**src/rtl/sw_conditioner.sv**
```systemverilog
// Push-button front end: sync, debounce, press pulse
// and optional auto-repeat for the clock-set buttons.
module sw_conditioner #(
  parameter bit          ACTIVE_LOW   = 1'b1,
  parameter int unsigned DEBOUNCE_CYC = 500000,
  parameter int unsigned REPEAT_DLY   = 25000000,
  parameter int unsigned REPEAT_PER   = 5000000,
  parameter logic [2:0]  REPEAT_EN    = 3'b100
) (
  input  logic       clk,
  input  logic       rst,
  input  logic [2:0] i_sw,
  output logic [2:0] o_sw_level,
  output logic [2:0] o_sw_pulse,
  output logic [2:0] o_sw_hold
);

  localparam int unsigned RMAX =
    (REPEAT_DLY > REPEAT_PER) ? REPEAT_DLY : REPEAT_PER;
  localparam int DW = $clog2(DEBOUNCE_CYC + 1);
  localparam int RW = $clog2(RMAX + 1);

  localparam logic [DW-1:0] DB_LAST  = DW'(DEBOUNCE_CYC - 1);
  localparam logic [RW-1:0] DLY_LAST = RW'(REPEAT_DLY - 1);
  localparam logic [RW-1:0] PER_LAST = RW'(REPEAT_PER - 1);

  typedef enum logic [1:0] {
    IDLE,
    DELAY,
    RPT
  } rpt_state_e;

  logic [2:0] s1;
  logic [2:0] s2;

  // two-flop synchroniser, polarity normalised so 1 = pressed
  always_ff @(posedge clk) begin
    if (rst) begin
      s1 <= '0;
      s2 <= '0;
    end else begin
      s1 <= ACTIVE_LOW ? ~i_sw : i_sw;
      s2 <= s1;
    end
  end

  for (genvar i = 0; i < 3; i++) begin : g_sw
    logic [DW-1:0] dcnt;
    logic          lvl;
    logic          toggle;
    logic          rise;
    logic          fall;
    rpt_state_e    state;
    rpt_state_e    state_n;
    logic [RW-1:0] rcnt;
    logic [RW-1:0] rcnt_n;
    logic          rpt_tick;
    logic          pulse;

    assign toggle = (s2[i] != lvl) && (dcnt == DB_LAST);
    assign rise   = toggle && !lvl;
    assign fall   = toggle && lvl;

    // accept a new level only after it has been stable long enough
    always_ff @(posedge clk) begin
      if (rst) begin
        dcnt <= '0;
        lvl  <= 1'b0;
      end else if (s2[i] == lvl) begin
        dcnt <= '0;
      end else if (toggle) begin
        dcnt <= '0;
        lvl  <= ~lvl;
      end else begin
        dcnt <= dcnt + 1'b1;
      end
    end

    // repeat state and interval counter
    always_ff @(posedge clk) begin
      if (rst) begin
        state <= IDLE;
        rcnt  <= '0;
      end else begin
        state <= state_n;
        rcnt  <= rcnt_n;
      end
    end

    // repeat sequencing: initial delay, then periodic ticks
    always_comb begin
      state_n  = state;
      rcnt_n   = rcnt;
      rpt_tick = 1'b0;
      unique case (state)
        IDLE: begin
          if (rise && REPEAT_EN[i]) begin
            state_n = DELAY;
            rcnt_n  = '0;
          end
        end
        DELAY: begin
          if (fall) begin
            state_n = IDLE;
            rcnt_n  = '0;
          end else if (rcnt == DLY_LAST) begin
            rpt_tick = 1'b1;
            state_n  = RPT;
            rcnt_n   = '0;
          end else begin
            rcnt_n = rcnt + 1'b1;
          end
        end
        RPT: begin
          if (fall) begin
            state_n = IDLE;
            rcnt_n  = '0;
          end else if (rcnt == PER_LAST) begin
            rpt_tick = 1'b1;
            rcnt_n   = '0;
          end else begin
            rcnt_n = rcnt + 1'b1;
          end
        end
        default: begin
          state_n = IDLE;
          rcnt_n  = '0;
        end
      endcase
    end

    // registered pulse on press or repeat tick
    always_ff @(posedge clk) begin
      if (rst) begin
        pulse <= 1'b0;
      end else begin
        pulse <= rise || rpt_tick;
      end
    end

    assign o_sw_level[i] = lvl;
    assign o_sw_pulse[i] = pulse;
    assign o_sw_hold[i]  = (state == RPT);
  end

endmodule
```
**config.mk**
```make
export PLATFORM = sky130hd
export DESIGN_NAME = sw_conditioner
export DESIGN_NICKNAME = d
export VERILOG_FILES = /design/src/rtl/sw_conditioner.sv
export SDC_FILE = /design/constraint.sdc
export NUM_CORES = 1
export LEC_CHECK = 0
export ABC_AREA = 1
export BUFFER_PORTS_ARGS = -buffer_cell sky130_fd_sc_hd__buf_2
export CAP_MARGIN = 10
export CORE_MARGIN = 2
export CORE_UTILIZATION = 25
export CTS_BUF_LIST = sky130_fd_sc_hd__clkbuf_8
export CTS_CLUSTER_DIAMETER = 40
export CTS_CLUSTER_SIZE = 30
export DETAILED_ROUTE_END_ITERATION = 16
export PLACE_DENSITY = 0.42
export SLEW_MARGIN = 20
export SYNTH_ARGS = -nofsm -noshare
export SYNTH_HDL_FRONTEND = slang
export SYNTH_SLANG_ARGS = --single-unit
export TNS_END_PERCENT = 30
```
**constraint.sdc**
```tcl
create_clock -name clk -period 3.2 [get_ports clk]
set_clock_uncertainty 0.15 [all_clocks]
set_input_delay 0.16 -clock clk [delete_from_list [all_inputs] [get_ports clk]]
set_output_delay 0.16 -clock clk [all_outputs]
set_load 0.03 [all_outputs]
```
==> results.txt, run 1 <==
----------------------------------------------------
[Power]
  Pwr per Cell Area ... ~380 nW/um^2
  Maximum vdd ir drop ... about 240 uV
  Total leakage power ... 1.76 nW
  Final Total Pwr ... 2.08 mW

[Route]
  Drt wl/cell ... about 11 um
  Wire length after detailed routing ... 10800 um
  Total DRC errors in the routed layout ... 0
  Initial drt markers ... about 130
  Average via count per standard cell ... 4.23
  First-pass DRT Iterations ... 6
  Vias post-DR ... 4162
  Antenna viol nets, final ... 0

[Yosys]
  Number of distinct library cells after synthesis ... 39
  Biggest area consumer among synthesized cells ... dfxtp_1
  Post-Synthesis Cell Area ... 4980 um^2
  Post-Syn Area per Cell ... just over 7 um^2
  Synthesized instance count ... 707
  Register bit total from synthesis ... 96
  Area contributors post-synth ... dfxtp_1 (39%), nand2_1 (12%), nor2_1 (8.1%), inv_1 (6.2%), xor2_1 (4.9%)
  Share of the yosys chip area belonging to registers ... 0.386
  Syn. warnings ... 0
  Fraction of post-synthesis cell area in the top cell type by area ... 0.386

[STA]
  Slew Limit Fails ... 0
  Post-route minimum period ... 2.24 ns
  Ratio of final minimum period to clock period ... 0.701
  Highest attainable clock frequency ... around 450 MHz
  Total of endpoints with negative setup slack in the final report ... 0
  Fin Hold WS ... between 0.03 and 0.04 ns
  Final-report hold violation count ... 0
  Setup TNS Final ... 0 ns
  Unrepaired setup endpoints after global routing ... no
  Final worst slack ... around 0.96 ns

[GRT]
  Pin count of the biggest net entering global routing ... 23
  Via count of the first global-routing pass ... just over 4000
  Total global routing track utilization ... 0.109
  Antenna violations before repair ... 0
  Wire length of the first global-routing pass ... 19200 um
  Total gr overflow ... 0

[Final layout]
  Total area of sequential cells ... 1920 um^2
  Final design instance area without fill ... about 5500 um^2
  Highest-count cells in the layout ignoring fill and taps ... nand2_1 (153), nor2_1 (107), dfxtp_1 (96)
  Fillcell total ... ~2200
  Growth of design area from synthesis to finish ... 10.1%
  Area of combinational cells with multiple inputs ... approximately 2600 um^2
  Count of inserted antenna diode cells ... 0
  Most common library cell in the layout ignoring fill and taps ... nand2_1
  Fraction of layout cells with a size suffix above 1 ... 0.115
  Post-layout nets ... 727

[Clock network]
  Total clock buffers created by CTS ... 9
  Buffers inserted by post-CTS timing repair ... 0
  H-tree depth ... 3
  TritonCTS sink count ... 96
  Worst-case clock buffer depth ... 2
  Number of gates resized after CTS ... 0
  Number of hold buffers added after cts ... 3
  Root buffer cell ... clkbuf_8
  Clock latency at the later pin of the worst-skew pair ... around 0.38 ns
  Post-CTS clock slew at the launch and capture registers of the worst setup and hold paths ... 0.10 ns
  TritonCTS clock tree ... built

[Worst setup path]
  Largest fanout on the critical path ... 13
  Critical Path AT ... ~2.4 ns
  Crit path launch type ... flop
  Slowest-stage cell, CP ... dfxtp_1
  Worst-path cell chain ... ha_1 > nand2_2 > nor2_2 > nand2_2 > nor2_4 > nand3_4 > nand3_2 > nand2_2 > nand2_2 > nand2_2 > nand2_2 > nor2_1
  Data required time at the worst endpoint ... roughly 3.3 ns
  Critical path capture point type ... flop
  Most common cell on crit path ... nand2_2
  Path type of the worst setup path ... reg -> reg
  Beginning of the critical path ... g_sw[2].dcnt[0]$_SDFF_PP0_
  Crit path largest cell delay ... ~0.38 ns
  Beginning of the worst register-to-register path ... g_sw[2].dcnt[0]$_SDFF_PP0_

[Place]
  Area after detailed placement ... between 5000 and 6000 um^2
  Worst slack after detailed placement ... between 0.9 and 1 ns
  Number of port buffers ... 11
  Half-perimeter wire length of the detailed placement result ... slightly below 8000 um
  Global placer's final weighted congestion ... approximately 0.8

[Die]
  Die Y-Extent ... ~150 um
  Width of the chip ... ~150 um
  Number of placement rows ... between 50 and 60
  Overall die area ... 21100 um^2
  Initial standard-cell utilization of the core ... 0.255
  Number of top-level design ports ... 14
  Core area ... 19500 um^2

[Flow run]
  Total of max-cap violations ... 0

[Min path]
  Start point of the worst min-delay path ... rst
  Min-Delay Path Class ... in -> reg

[Run status]
  Status ... completed

----------------------------------------------------
[cells in the mapped netlist, drive strengths merged]
library cell	instances
dfxtp	96
clkinv	1
o21bai	2
a21o	1
conb	1
nand2	165
o21ai	17
inv	87
xnor2	9
nor2	128
nand3b	4
nor3b	2
clkbuf	2
nand3	50
a21oi	34
o21a	1
buf	16
ha	7
nor3	29
xor2	28
or2	7
nand4	15
or3	1
nor4	4
[final timing paths]
check / end / slack, ns / cells past startpoint
setup / recovery: g_sw[2].rcnt[5]$_SDFFE_PP0P_ / 0.96 / 12
hold / removal: s1[0]$_SDFF_PP0_ / 0.04 / 2
setup reg to reg: g_sw[2].rcnt[5]$_SDFFE_PP0P_ / 0.96 / 12
hold reg to reg: s2[1]$_SDFF_PP0_ / 0.25 / 2
[cell families (layout without fill, tap and decap cells)]
group | count (synthesis) | count (layout) | synth area share
buffers and inverters | 106 | 118 | 0.0910
other | 1 | 2 | 0.000753
AOI/OAI and AO/OA | 55 | 55 | 0.0573
xor gates and xnor gates | 37 | 37 | 0.0651
DFF | 96 | 96 | 0.386
and+or+nand+nor | 405 | 405 | 0.382
adders and majority gates | 7 | 7 | 0.0176
[worst max-delay path: cells and delay by family, from the launching register on]
family	cells	cell delay [ns]
AND/OR/NAND/NOR	11	1.40
flip-flops	1	0.38
adder cells (fa/ha/maj)	1	0.19
[area by class of cell]
cell class,count,share of cell area
clock buffers,9,0.0226
inverters,88,0.0603
flip-flops and latches,96,0.351
clock inverters,7,0.0144
multi-input cells,506,0.476
repair buffers,14,0.0155
well taps,265,0.0605
[state kept, by name (all words and copies together) (netlist names)]
signal,count
s1,3
g_sw.lvl,3
s2,3
g_sw.dcnt,57
g_sw.state,2
g_sw.rcnt,25
g_sw.pulse,3
[metal layers]
metal	part of all wire	vias to the layer above	wire (um)	GRT usage
met1	0.51	1866	5450	0.140
met2	0.44	40	4780	0.176
met4	0.026	0	286	0.0456
met5	0	-	0	0
met3	0.025	18	273	0.0258
li1	-	2238	-	-
[power by group]
group	internal, mW	total, mW	switching, mW
logic	0.00960	0.0358	0.0262
registers	1.20	1.20	0.00211
clock network	0.371	0.840	0.470
total	1.58	2.08	0.498
[stage by stage]
step,std cells,util
global route,985,0.281
finish,985,0.281
floorplan,708,-
detailed placement,966,0.269
CTS,985,0.281
global placement,966,0.269
Power figures use the tool's default switching activity.
==> inputs of run 2 (changes only) <==
--- a/config.mk
+++ b/config.mk
@@ -5,7 +5,7 @@
 export SDC_FILE = /design/constraint.sdc
 export NUM_CORES = 1
 export LEC_CHECK = 0
-export ABC_AREA = 1
+export ABC_AREA = 0
 export BUFFER_PORTS_ARGS = -buffer_cell sky130_fd_sc_hd__buf_2
 export CAP_MARGIN = 10
 export CORE_MARGIN = 2
==> constraint.sdc (replaced) <==
create_clock -name clk -period 2.3 [get_ports clk]
set_clock_uncertainty 0.15 [all_clocks]
set_input_delay 0.115 -clock clk [delete_from_list [all_inputs] [get_ports clk]]
set_output_delay 0.115 -clock clk [all_outputs]
set_load 0.03 [all_outputs]
==> results.txt, run 2 <==
----------------------------------------------------
[Route]
  Drt wl/cell ... 12.5 um
  Wire length after detailed routing ... roughly 11000 um
  Vias post-DR ... 3942
  Initial drt markers ... around 160
  Average via count per standard cell ... approximately 4.7
  First-pass DRT Iterations ... 4
  Total DRC errors in the routed layout ... 0
  Antenna viol nets, final ... 0

[Die]
  Core area ... roughly 19000 um^2
  Overall die area ... 20000 um^2
  Die Y-Extent ... approximately 140 um
  Initial standard-cell utilization of the core ... 0.254
  Number of top-level design ports ... 14
  Number of placement rows ... 50
  Width of the chip ... 141 um

[Worst setup path]
  Largest fanout on the critical path ... 7
  Critical Path AT ... between 2 and 2.5 ns
  Critical path capture point type ... flop
  Path type of the worst setup path ... reg -> reg
  Crit path launch type ... flop
  Data required time at the worst endpoint ... around 2.5 ns

[GRT]
  Antenna violations before repair ... 0
  Via count of the first global-routing pass ... between 3000 and 4000
  Total global routing track utilization ... 0.111
  Total gr overflow ... 0
  Pin count of the biggest net entering global routing ... 30
  Wire length of the first global-routing pass ... about 18000 um

[STA]
  Post-route minimum period ... approximately 2.2 ns
  Setup TNS Final ... 0 ns
  Final-report hold violation count ... 0
  Unrepaired setup endpoints after global routing ... yes
  Slew Limit Fails ... 0
  Total of endpoints with negative setup slack in the final report ... 0
  Highest attainable clock frequency ... 448 MHz
  Ratio of final minimum period to clock period ... 0.971

[Power]
  Pwr per Cell Area ... about 530 nW/um^2
  Total leakage power ... 1.82 nW
  Maximum vdd ir drop ... 219 uV

[Yosys]
  Post-Synthesis Cell Area ... 4720 um^2
  Area contributors post-synth ... dfxtp_1 (41%), nor2_1 (6.6%), xor2_1 (5.8%), nand3_1 (5.6%), xnor2_1 (4.6%)
  Register bit total from synthesis ... 96
  Fraction of post-synthesis cell area in the top cell type by area ... 0.408
  Share of flip-flops with an asynchronous set or reset after synthesis ... 0
  Syn. warnings ... 0
  Share of the yosys chip area belonging to registers ... 0.408
  Biggest area consumer among synthesized cells ... dfxtp_1
  Library cell with the highest instance count after synthesis ... dfxtp_1
  Number of distinct library cells after synthesis ... 63
  EDFF count, synth ... 0
  Top FF cell, synth ... dfxtp_1
  Most used standard cells in the synthesized netlist ... dfxtp_1 (96), nor2_1 (83), nand2_1 (57)
  Post-Syn Area per Cell ... 8.42 um^2
  Synthesized instance count ... 560

[Run status]
  Status ... completed

[Clock network]
  Post-CTS clock slew at the launch and capture registers of the worst setup and hold paths ... roughly 0.10 ns
  TritonCTS clock tree ... built
  Total clock buffers created by CTS ... 9
  Clock latency at the later pin of the worst-skew pair ... approximately 0.38 ns
  Worst-case clock buffer depth ... 2
  TritonCTS sink count ... between 90 and 100
  H-tree depth ... 3
  Root buffer cell ... clkbuf_8

[Final layout]
  Post-layout nets ... ~620
  Highest-count cells in the layout ignoring fill and taps ... dfxtp_1 (91), nor2_1 (83), nand2_1 (57)
  Most common library cell in the layout ignoring fill and taps ... dfxtp_1
  Count of inserted antenna diode cells ... 0
  Max reg flops ... 57
  Top Registers ... g_sw.dcnt x57, g_sw.rcnt x25
  Register ranked first by flip-flop count ... g_sw.dcnt
  Growth of design area from synthesis to finish ... 19.1%
  Fraction of layout cells with a size suffix above 1 ... 0.179
  Final design instance area without fill ... 5620 um^2

[Min path]
  Min-Delay Path Class ... in -> reg

[Place]
  Number of port buffers ... 11
  Area after detailed placement ... 5210 um^2
  Global placer's final weighted congestion ... between 0.7 and 0.8
  Half-perimeter wire length of the detailed placement result ... between 7000 and 8000 um

[Flow run]
  Total of max-cap violations ... 0

----------------------------------------------------
run 2: cell types whose count changed in the layout (fill, tap and decap cells not counted), sizes merged, moves of 16 or more:
cell,delta
a31oi,+22
nand2,-108
nor2,-44
buf,+47
nor3,-19
xnor2,+16
inv,-72
or3,+25
a21oi,-26
run 2: path summary, 6_finish.rpt:
kind,from,end,slack (ns),cells past startpoint
worst max-delay path,g_sw[2].dcnt[0]$_SDFF_PP0_,g_sw[2].rcnt[3]$_SDFFE_PP0P_,0.07,8
worst min-delay path,i_sw[2],s1[2]$_SDFF_PP0_,0.26,3
worst max register to register,g_sw[2].dcnt[0]$_SDFF_PP0_,g_sw[2].rcnt[3]$_SDFFE_PP0P_,0.07,8
worst min register to register,g_sw[1].dcnt[0]$_SDFF_PP0_,g_sw[1].dcnt[0]$_SDFF_PP0_,0.30,1
run 2: kinds of logic (layout without fill, tap and decap cells):
logic type                 after synthesis  in the layout  synth area share
and+or+nand+nor                        298            298             0.328
xor gates and xnor gates                56             56             0.104
adders and majority gates                7              7            0.0186
muxes                                    1              1           0.00212
DFF                                     96             96             0.408
AOI/OAI and AO/OA                       54             54            0.0876
buffers and inverters                   47             94            0.0515
other                                    1              2          0.000795
run 2: repair_timing:
item	4_1_cts	5_1_grt
hold endpoints to repair	11	0
gates resized for setup	2	20
setup endpoints to repair	19	47
pin swaps	3	23
setup buffers	1	4
hold buffers	5	0
run 2: metrics by stage:
step / power, mW / util / worst slack [ns] / hold slack, ns / std cells
5_1_grt: 3.13 / 0.302 / -0.0423 / 0.240 / 842
3_3_place_gp: 1.76 / 0.280 / -0.0183 / 0.122 / 816
3_5_place_dp: 1.76 / 0.280 / -0.0244 / 0.127 / 816
6_report: 2.99 / 0.302 / 0.0661 / 0.263 / 842
4_1_cts: 3.06 / 0.296 / 0.0111 / 0.240 / 838
2_1_floorplan: 1.74 / - / 0.0185 / 0.0317 / 561
run 2: final cells by class:
type / count / area (um^2)
Clock buffer: 9 / 124
Clock inverter: 7 / 101
Fill cell: 1939 / 13000
Inverter: 15 / 56.3
Multi-Input combinational cell: 418 / 2630
Sequential cell: 96 / 1930
Tap cell: 234 / 293
Timing Repair Buffer: 63 / 482
run 2: layer usage:
metal,up-vias,track usage,part of all wire
met5,-,0,0
met4,0,0.0395,0.015
met3,14,0.0327,0.032
met2,38,0.185,0.47
met1,1857,0.138,0.48
li1,2033,-,-
run 2: worst max-delay path, cell delays in order (launching register included):
cell	delay [ns]
dfxtp_2	0.37
ha_4	0.15
and4_4	0.24
nand4_4	0.14
o31ai_4	0.34
o211ai_4	0.15
buf_6	0.16
or3_1	0.34
a31oi_1	0.14
run 2: power by group:
| group | switching [mW] | total, mW | internal, mW |
|---|---|---|---|
| Combinational | 0.0341 | 0.0542 | 0.0201 |
| Clock | 0.639 | 1.26 | 0.626 |
| Sequential | 0.00366 | 1.67 | 1.67 |
| Total | 0.677 | 2.99 | 2.31 |
==> inputs of run 3 (changes only) <==
--- a/config.mk
+++ b/config.mk
@@ -8,13 +8,16 @@
 export ABC_AREA = 0
 export BUFFER_PORTS_ARGS = -buffer_cell sky130_fd_sc_hd__buf_2
 export CAP_MARGIN = 10
+export CELL_PAD_IN_SITES_DETAIL_PLACEMENT = 0
+export CELL_PAD_IN_SITES_GLOBAL_PLACEMENT = 1
 export CORE_MARGIN = 2
 export CORE_UTILIZATION = 25
 export CTS_BUF_LIST = sky130_fd_sc_hd__clkbuf_8
 export CTS_CLUSTER_DIAMETER = 40
 export CTS_CLUSTER_SIZE = 30
 export DETAILED_ROUTE_END_ITERATION = 16
-export PLACE_DENSITY = 0.42
+export PLACE_DENSITY = 0.5
+export SETUP_SLACK_MARGIN = 0.05
 export SLEW_MARGIN = 20
 export SYNTH_ARGS = -nofsm -noshare
 export SYNTH_HDL_FRONTEND = slang
==> results.txt, run 3 (synthesized netlist as in run 2, its figures left out) <==
----------------------------------------------------
[Die]
  Initial standard-cell utilization of the core ... 0.254
  Die Y-Extent ... 141 um
  Number of top-level design ports ... 14
  Core area ... roughly 19000 um^2
  Number of placement rows ... 50
  Overall die area ... ~20000 um^2
  Width of the chip ... approximately 140 um

[Worst setup path]
  Crit path launch type ... flop
  Path type of the worst setup path ... reg -> reg
  Largest fanout on the critical path ... 5
  Critical Path AT ... approximately 2.4 ns
  Data required time at the worst endpoint ... ~2.5 ns
  Critical path capture point type ... flop

[GRT]
  Antenna violations before repair ... 0
  Pin count of the biggest net entering global routing ... 27
  Total global routing track utilization ... 0.121
  Via count of the first global-routing pass ... ~4000
  Wire length of the first global-routing pass ... approximately 19000 um
  Total gr overflow ... 0

[Final layout]
  Fillcell total ... ~1900
  Area of combinational cells with multiple inputs ... 2670 um^2
  Max reg flops ... 57
  Top Registers ... g_sw.dcnt x57, g_sw.rcnt x25
  Highest-count cells in the layout ignoring fill and taps ... nor2_1 (83), dfxtp_1 (83), nand2_1 (55)
  Total area of sequential cells ... 1950 um^2
  Fraction of layout cells with a size suffix above 1 ... 0.207
  Growth of design area from synthesis to finish ... 20.7%
  Post-layout nets ... approximately 600
  Count of inserted antenna diode cells ... 0
  Register ranked first by flip-flop count ... g_sw.dcnt

[STA]
  Final worst slack ... between 0.05 and 0.06 ns
  Final-report hold violation count ... 0
  Post-route minimum period ... ~2.2 ns
  Slew Limit Fails ... 0
  Total of endpoints with negative setup slack in the final report ... 0
  Highest attainable clock frequency ... ~450 MHz
  Unrepaired setup endpoints after global routing ... yes
  Relative slew margins ... 0.659
  Setup TNS Final ... 0 ns
  Measured slew at the worst slew-check pin ... just over 0.5 ns
  Ratio of final minimum period to clock period ... 0.975

[Place]
  Worst slack after detailed placement ... -0.120 ns
  Global placer's final weighted congestion ... about 0.77
  Half-perimeter wire length of the detailed placement result ... 8050 um
  Number of port buffers ... 11

[Route]
  Total DRC errors in the routed layout ... 0
  Vias post-DR ... ~3900
  Wire length after detailed routing ... between 10000 and 15000 um
  Antenna viol nets, final ... 0
  First-pass DRT Iterations ... 4
  Average via count per standard cell ... ~4.7
  Initial drt markers ... ~180
  Drt wl/cell ... 13.5 um

[Flow run]
  Total of max-cap violations ... 0

[Clock network]
  Clock latency at the later pin of the worst-skew pair ... ~0.37 ns
  TritonCTS clock tree ... built
  Post-CTS clock slew at the launch and capture registers of the worst setup and hold paths ... approximately 0.10 ns
  H-tree depth ... 3
  Root buffer cell ... clkbuf_8
  TritonCTS sink count ... 96
  Total clock buffers created by CTS ... 9
  Worst-case clock buffer depth ... 2

[Run status]
  Status ... completed

[Power]
  Total leakage power ... approximately 1.8 nW
  Pwr per Cell Area ... just under 500 nW/um^2
  Final Total Pwr ... 2.79 mW
  Maximum vdd ir drop ... between 150 and 200 uV

[Min path]
  Min-Delay Path Class ... in -> reg

----------------------------------------------------
[run 3: cell types whose count changed in the layout (fill, tap and decap cells not counted), moves of 3 or more]
cell | before | now
dfxtp_2 | 5 | 10
dfxtp_4 | 0 | 3
buf_12 | 1 | 4
buf_4 | 43 | 46
dfxtp_1 | 91 | 83
[run 3: where the power goes]
group	leakage, nW	switching (mW)	internal [mW]
registers	0.782	0.00369	1.66
logic	0.940	0.0338	0.0193
clock network	0.0853	0.665	0.407
[run 3: area by class of cell]
| class | count | share of cell area |
|---|---|---|
| Clock buffer | 9 | 0.0218 |
| Clock inverter | 6 | 0.00967 |
| Inverter | 15 | 0.00989 |
| Multi-Input combinational cell | 418 | 0.469 |
| Sequential cell | 96 | 0.342 |
| Tap cell | 234 | 0.0514 |
| Timing Repair Buffer | 66 | 0.0960 |
[run 3: timing repair]
| action | CTS | global route |
|---|---|---|
| pin swaps | 5 | 34 |
| endpoints found under the hold margin | 3 | 0 |
| gates cloned | 1 | 0 |
| hold buffers | 3 | 0 |
| resized for setup | 13 | 29 |
| endpoints found under the setup margin | 25 | 61 |
| buffers inserted | 1 | 3 |
[run 3: critical path, stage by stage (launching register included)]
cell	delay, ns
dfxtp_2	0.37
ha_4	0.14
and4_4	0.22
nand4_4	0.13
o31ai_4	0.31
o211ai_4	0.18
or4_1	0.54
o21ai_1	0.13
[run 3: through the flow]
step | area (um^2) | utilization | cells | hold slack [ns]
floorplan | 4720 | - | 561 | 0.0317
global placement | 5280 | 0.284 | 821 | 0.122
detailed placement | 5280 | 0.284 | 821 | 0.128
CTS | 5580 | 0.300 | 841 | 0.0186
global route | 5690 | 0.306 | 844 | 0.0319
finish | 5690 | 0.306 | 844 | 0.0382
[run 3: path summary, 6_finish.rpt]
| path | from | to | slack, ns | cells after the start |
|---|---|---|---|---|
| worst max-delay path | g_sw[2].dcnt[0]$_SDFF_PP0_ | g_sw[2].rcnt[11]$_SDFFE_PP0P_ | 0.06 | 7 |
| worst min-delay path | rst | s1[1]$_SDFF_PP0_ | 0.04 | 2 |
| worst max register to register | g_sw[2].dcnt[0]$_SDFF_PP0_ | g_sw[2].rcnt[11]$_SDFFE_PP0P_ | 0.06 | 7 |
| worst min register to register | s1[1]$_SDFF_PP0_ | s2[1]$_SDFF_PP0_ | 0.30 | 1 |
[run 3: per-layer routing]
layer / wire length (um) / global-route usage / share of wire / vias to the layer above
met5: 0 / 0 / 0 / -
met4: 160 / 0.0479 / 0.014 / 0
met3: 419 / 0.0202 / 0.037 / 13
met2: 5270 / 0.198 / 0.46 / 49
met1: 5530 / 0.159 / 0.49 / 1844
li1: - / - / - / 2036
